$ cat src/rtl/proj1.sv
// Registered two's-complement ALU: ADD/SUB/SHL/SHR/AND/OR/XOR/XNOR with V/C/N/Z flags.
// Build option: PROJ1_SATURATE_EN clamps overflowing ADD/SUB/SHL results instead of wrapping.
module proj1 #(
    parameter int WIDTH = 10
) (
    input  logic             i_clk,
    input  logic             i_rst,
    input  logic             i_valid,
    input  logic [WIDTH-1:0] i_arg0,
    input  logic [WIDTH-1:0] i_arg1,
    input  logic [2:0]       i_oper,
    output logic             o_valid,
    output logic [WIDTH-1:0] o_result,
    output logic [3:0]       o_flag
);

    // Handshake: an operation is taken on every rising edge where i_valid is high
    // (no ready/backpressure); o_valid pulses exactly one cycle later, and while it
    // is low o_result/o_flag keep the last result.

    typedef enum logic [2:0] {
        OP_ADD  = 3'd0,
        OP_SUB  = 3'd1,
        OP_SHL  = 3'd2,
        OP_SHR  = 3'd3,
        OP_AND  = 3'd4,
        OP_OR   = 3'd5,
        OP_XOR  = 3'd6,
        OP_XNOR = 3'd7
    } op_t;

    // Left shifts are evaluated 16 bits wider so a 4-bit amount can never lose bits.
    localparam int EXT = 16;
    localparam int XW  = WIDTH + EXT;

`ifdef PROJ1_SATURATE_EN
    localparam logic [WIDTH-1:0] SAT_MAX = {1'b0, {(WIDTH-1){1'b1}}};
    localparam logic [WIDTH-1:0] SAT_MIN = {1'b1, {(WIDTH-1){1'b0}}};
`endif

    logic [3:0]              shamt;
    logic [WIDTH:0]          sum;
    logic [WIDTH:0]          diff;
    logic [WIDTH:0]          shl_z;
    logic signed [XW-1:0]    shl_s;
    logic signed [XW-1:0]    shl_chk;
    logic signed [WIDTH:0]   shr_x;
    logic [WIDTH-1:0]        res;
    logic                    c;
    logic                    v;

    always_comb begin
        shamt   = i_arg1[3:0];
        sum     = {1'b0, i_arg0} + {1'b0, i_arg1};
        diff    = {1'b0, i_arg0} - {1'b0, i_arg1};
        // Bit WIDTH of the zero-extended shift is the last bit pushed out (0 once s > WIDTH).
        shl_z   = {1'b0, i_arg0} << shamt;
        shl_s   = $signed({{EXT{i_arg0[WIDTH-1]}}, i_arg0}) <<< shamt;
        shl_chk = {{EXT{shl_s[WIDTH-1]}}, shl_s[WIDTH-1:0]};
        // A guard bit below the LSB catches the last bit shifted out to the right.
        shr_x   = $signed({i_arg0, 1'b0}) >>> shamt;

        res = '0;
        c   = 1'b0;
        v   = 1'b0;
        case (op_t'(i_oper))
            OP_ADD: begin
                res = sum[WIDTH-1:0];
                c   = sum[WIDTH];
                v   = (i_arg0[WIDTH-1] == i_arg1[WIDTH-1]) && (res[WIDTH-1] != i_arg0[WIDTH-1]);
            end
            OP_SUB: begin
                res = diff[WIDTH-1:0];
                c   = diff[WIDTH];
                v   = (i_arg0[WIDTH-1] != i_arg1[WIDTH-1]) && (res[WIDTH-1] != i_arg0[WIDTH-1]);
            end
            OP_SHL: begin
                res = shl_z[WIDTH-1:0];
                c   = shl_z[WIDTH];
                v   = (shl_s != shl_chk);
            end
            OP_SHR: begin
                res = shr_x[WIDTH:1];
                c   = shr_x[0];
            end
            OP_AND:  res = i_arg0 & i_arg1;
            OP_OR:   res = i_arg0 | i_arg1;
            OP_XOR:  res = i_arg0 ^ i_arg1;
            default: res = ~(i_arg0 ^ i_arg1);
        endcase

`ifdef PROJ1_SATURATE_EN
        // Only ADD/SUB/SHL raise V, and in each case the true result carries A's sign.
        if (v) begin
            res = i_arg0[WIDTH-1] ? SAT_MIN : SAT_MAX;
        end
`endif
    end

    always_ff @(posedge i_clk) begin
        if (i_rst) begin
            o_valid  <= 1'b0;
            o_result <= '0;
            o_flag   <= '0;
        end else begin
            o_valid <= i_valid;
            if (i_valid) begin
                o_result <= res;
                o_flag   <= {v, c, res[WIDTH-1], (res == '0)};
            end
        end
    end

endmodule

$ cat config.mk
export PLATFORM = sky130hd
export DESIGN_NAME = proj1
export DESIGN_NICKNAME = d
export VERILOG_FILES = /design/src/rtl/proj1.sv
export SDC_FILE = /design/constraint.sdc
export NUM_CORES = 1
export LEC_CHECK = 0
export BUFFER_PORTS_ARGS = -buffer_cell sky130_fd_sc_hd__buf_2
export CAP_MARGIN = 10
export CORE_MARGIN = 5
export CORE_UTILIZATION = 55
export DETAILED_ROUTE_END_ITERATION = 6
export PLACE_DENSITY_LB_ADDON = 0.15
export RECOVER_POWER = 100
export SKIP_CTS_REPAIR_TIMING = 1
export SLEW_MARGIN = 10
export SYNTH_ARGS = -nofsm -noshare
export SYNTH_HDL_FRONTEND = slang
export SYNTH_SLANG_ARGS = --single-unit
$ cat constraint.sdc
create_clock -name i_clk -period 10 [get_ports i_clk]
set_input_delay 3 -clock i_clk [delete_from_list [all_inputs] [get_ports i_clk]]
set_output_delay 3 -clock i_clk [all_outputs]
set_load 0.1 [all_outputs]
==> out/results.txt <==
status = complete, but fails checks
violated checks = capacitance limit, slew limit
ys async rst share = 0%
syn nets = 544
VDD IR-drop max = 0.138 mV
total global routing overflow = 0
crit-path cells = clkbuf_1 > clkinv_1 > ha_1 > inv_1 > mux2_1 > o21ai_0 > a21oi_1 > o211ai_1 > o211a_1 > or3b_1 > o31ai_2
final hold vios = 0
CP endpoint kind = register
First-pass DRT Iterations = 5
DRC = 0
Starting DRT DRC Count = 394
WHS Endpoint = o_result[7]
CTS tree = built
ANT cells = 0
post-synthesis sequential area ratio = 7.69%
fraction of layout cells with a size suffix above 1 = 14.1%
biggest cell delay along the critical path = 1340 ps
Reg area = 280 um2
Tmin final = 7240 ps
Fillers = 633
Cell Rows = 29
largest family of logic cells by synthesized area = compound AO/OA/AOI/OAI gates
cell depth of the worst hold path = 2
Initial Utilization = 57.1%
post-synthesis mux area share = 20.0%
Post-Synth XOR/XNOR Area = 2.40%
commonest cells after routing, fill and taps aside = nor2_1, nand2_1, a21oi_1, ha_1, inv_1
Simple-Gate Fraction of Synth Area = 21.8%
Synth Cell Area = 0.00364 mm2
power density cells = 87.4 mW/mm2
Slowest-stage cell, CP = clkbuf_1
nature of the critical path startpoint = input pin
post-synthesis adder-cell area fraction = 11.7%
reg2reg end = o_flag[0]
area grow syn2layout = 2.61%
Register-to-Register Path Depth = 2
multi-input combinational cell area = 0.00301 mm2
vias in the first global route = 3348
post-route setup TNS = 0 ps
Ports = 41
first-pass GRT wire length = 17800 um
number of flops mapped to enable cells by yosys = 0
Core ar. = 0.00639 mm2
Synth Area in Compound Gates = 26.8%
synth unique cells = 72
Hold Crit Class = register to register
Die H = 91.4 um
final worst path period share = 72.4%
Slew headroom = -26.3%
WL/cell = 20.0 um
synth warn = 0
placed instance area = 0.00372 mm2
setup violators final = 0
flop-to-flop setup slack = 9080 ps
Crit path buffers/inverters = 3
antenna-violating nets left = 0
initial antenna violation count = 0
max-slew violation count = 36
Post-Syn Area per Cell = 7.51 um2
Synth Instances = 485
Max-Cap Viols = 1
Root Driver = clkbuf_8
fin cells = 558
final wirelength = 11200 um
worst skew pair latency = 240 ps
htree depth = 1
Sink Count = 14
R2R Path Start = o_flag[0]
P_leak = 0.00150 uW
Die Area = 0.00835 mm2
Clock transition at path regs = 50 ps
Min-Delay Startpoint = o_result[7]
maximum root-to-sink buffer count = 2
Crit Path Max Fanout = 35
crit path DAT = 7400 ps
RD Place Congestion = 0.983
port bufs = 40
commonest non-fill, non-tap cell in the layout = nor2_1
Die X = 91.4 um
placed cells = 555
post-DP HPWL = 8300 um
Max Freq = 138 MHz
Num CTS Buffers = 3
Top FF cell, synth = dfxtp_1
Setup Crit Path Kind = input pin to register
RSZ-0062 raised after global routing = false
vias = 3820
delay-heaviest family, CP = buffers and inverters
drt via density = 6.85
nets = 542
worst path required time = 10160 ps
Final Cell Area = 0.00374 mm2
largest net degree at the start of global routing = 45
Worst-Margin Slew = 1890 ps
GRT Util Overall = 25.4%
post-synthesis register bit count = 14
Setup Skew = 0 ps
layout make-up:
type	instances	share of cell area, %
multi-input combinational	390	80.6
sequential	14	7.50
timing repair buffer	40	4.79
inverter	34	3.41
tap	77	2.58
clock buffer	3	1.10
cells by family (layout without fill, tap and decap cells):
family / after synthesis / count (layout)
AOI/OAI and AO/OA: 141 / 141
xor gates and xnor gates: 10 / 10
adders and majority gates: 33 / 33
buffers and inverters: 81 / 77
DFF: 14 / 14
muxes: 47 / 47
and+or+nand+nor: 159 / 159
synth_stat cells (all sizes together), types with 6 or more instances:
cell type,instances,area [um2]
o211ai,10,75.1
inv,30,113
and3,6,37.5
mux4,19,428
o311ai,6,52.6
nor3b,7,57.6
o21ai,24,120
nand2,42,160
nor3,14,70.1
dfxtp,14,280
mux2i,17,170
clkbuf,26,97.6
xnor2,8,70.1
a211oi,10,75.1
mux2,11,131
nand3,14,70.1
nor2,43,161
a21oi,33,165
o21bai,7,52.6
buf,21,120
ha,31,388
stage by stage:
stage | total power (uW) | worst slack [ps] | utilization [%] | hold slack (ps)
global route | 346 | 2460 | 58.5 | 512
floorplan | 235 | 4100 | - | 913
detailed placement | 280 | 3320 | 58.3 | 474
CTS | 325 | 3560 | 58.9 | 480
global placement | 277 | 3440 | 58.3 | 462
finish | 327 | 2760 | 58.5 | 483
registers in the layout, indices dropped and copies added (netlist names):
signal / cells
o_result: 9
o_flag: 4
o_valid: 1
report_power, final:
part	total [uW]	internal, uW	switching (uW)
combinational	219	73.2	146
clock	44.6	26.6	18.0
sequential	62.6	60.4	2.23
tightest hold or removal path: cells and delay by family, from the launching register on:
family / cells / cell delay [ps]
flops: 1 / 300
simple gates: 1 / 80
compound gates: 1 / 50
routing by layer:
| layer | share of wire (%) | routed length (um) | GRT usage (%) |
|---|---|---|---|
| met2 | 44 | 4940 | 37.6 |
| met1 | 45 | 4990 | 38.9 |
| met5 | 0 | 0 | 0 |
| met3 | 9.0 | 1010 | 2.48 |
| met4 | 2.0 | 225 | 6.72 |
worst max-delay path by stage:
stage / depth (start not counted) / endpoint / from / slack (ps)
6_report: 11 / o_flag[0] / i_arg1[0] / 2760
5_1_grt: 11 / o_flag[0] / i_arg1[0] / 2460
4_1_cts: 11 / o_flag[0] / i_arg1[1] / 3560
3_5_place_dp: 11 / o_flag[0] / i_arg1[1] / 3320
3_3_place_gp: 11 / o_flag[0] / i_arg1[1] / 3440
2_1_floorplan: 14 / o_flag[0] / i_arg1[2] / 4100
Power figures use the tool's default switching activity.
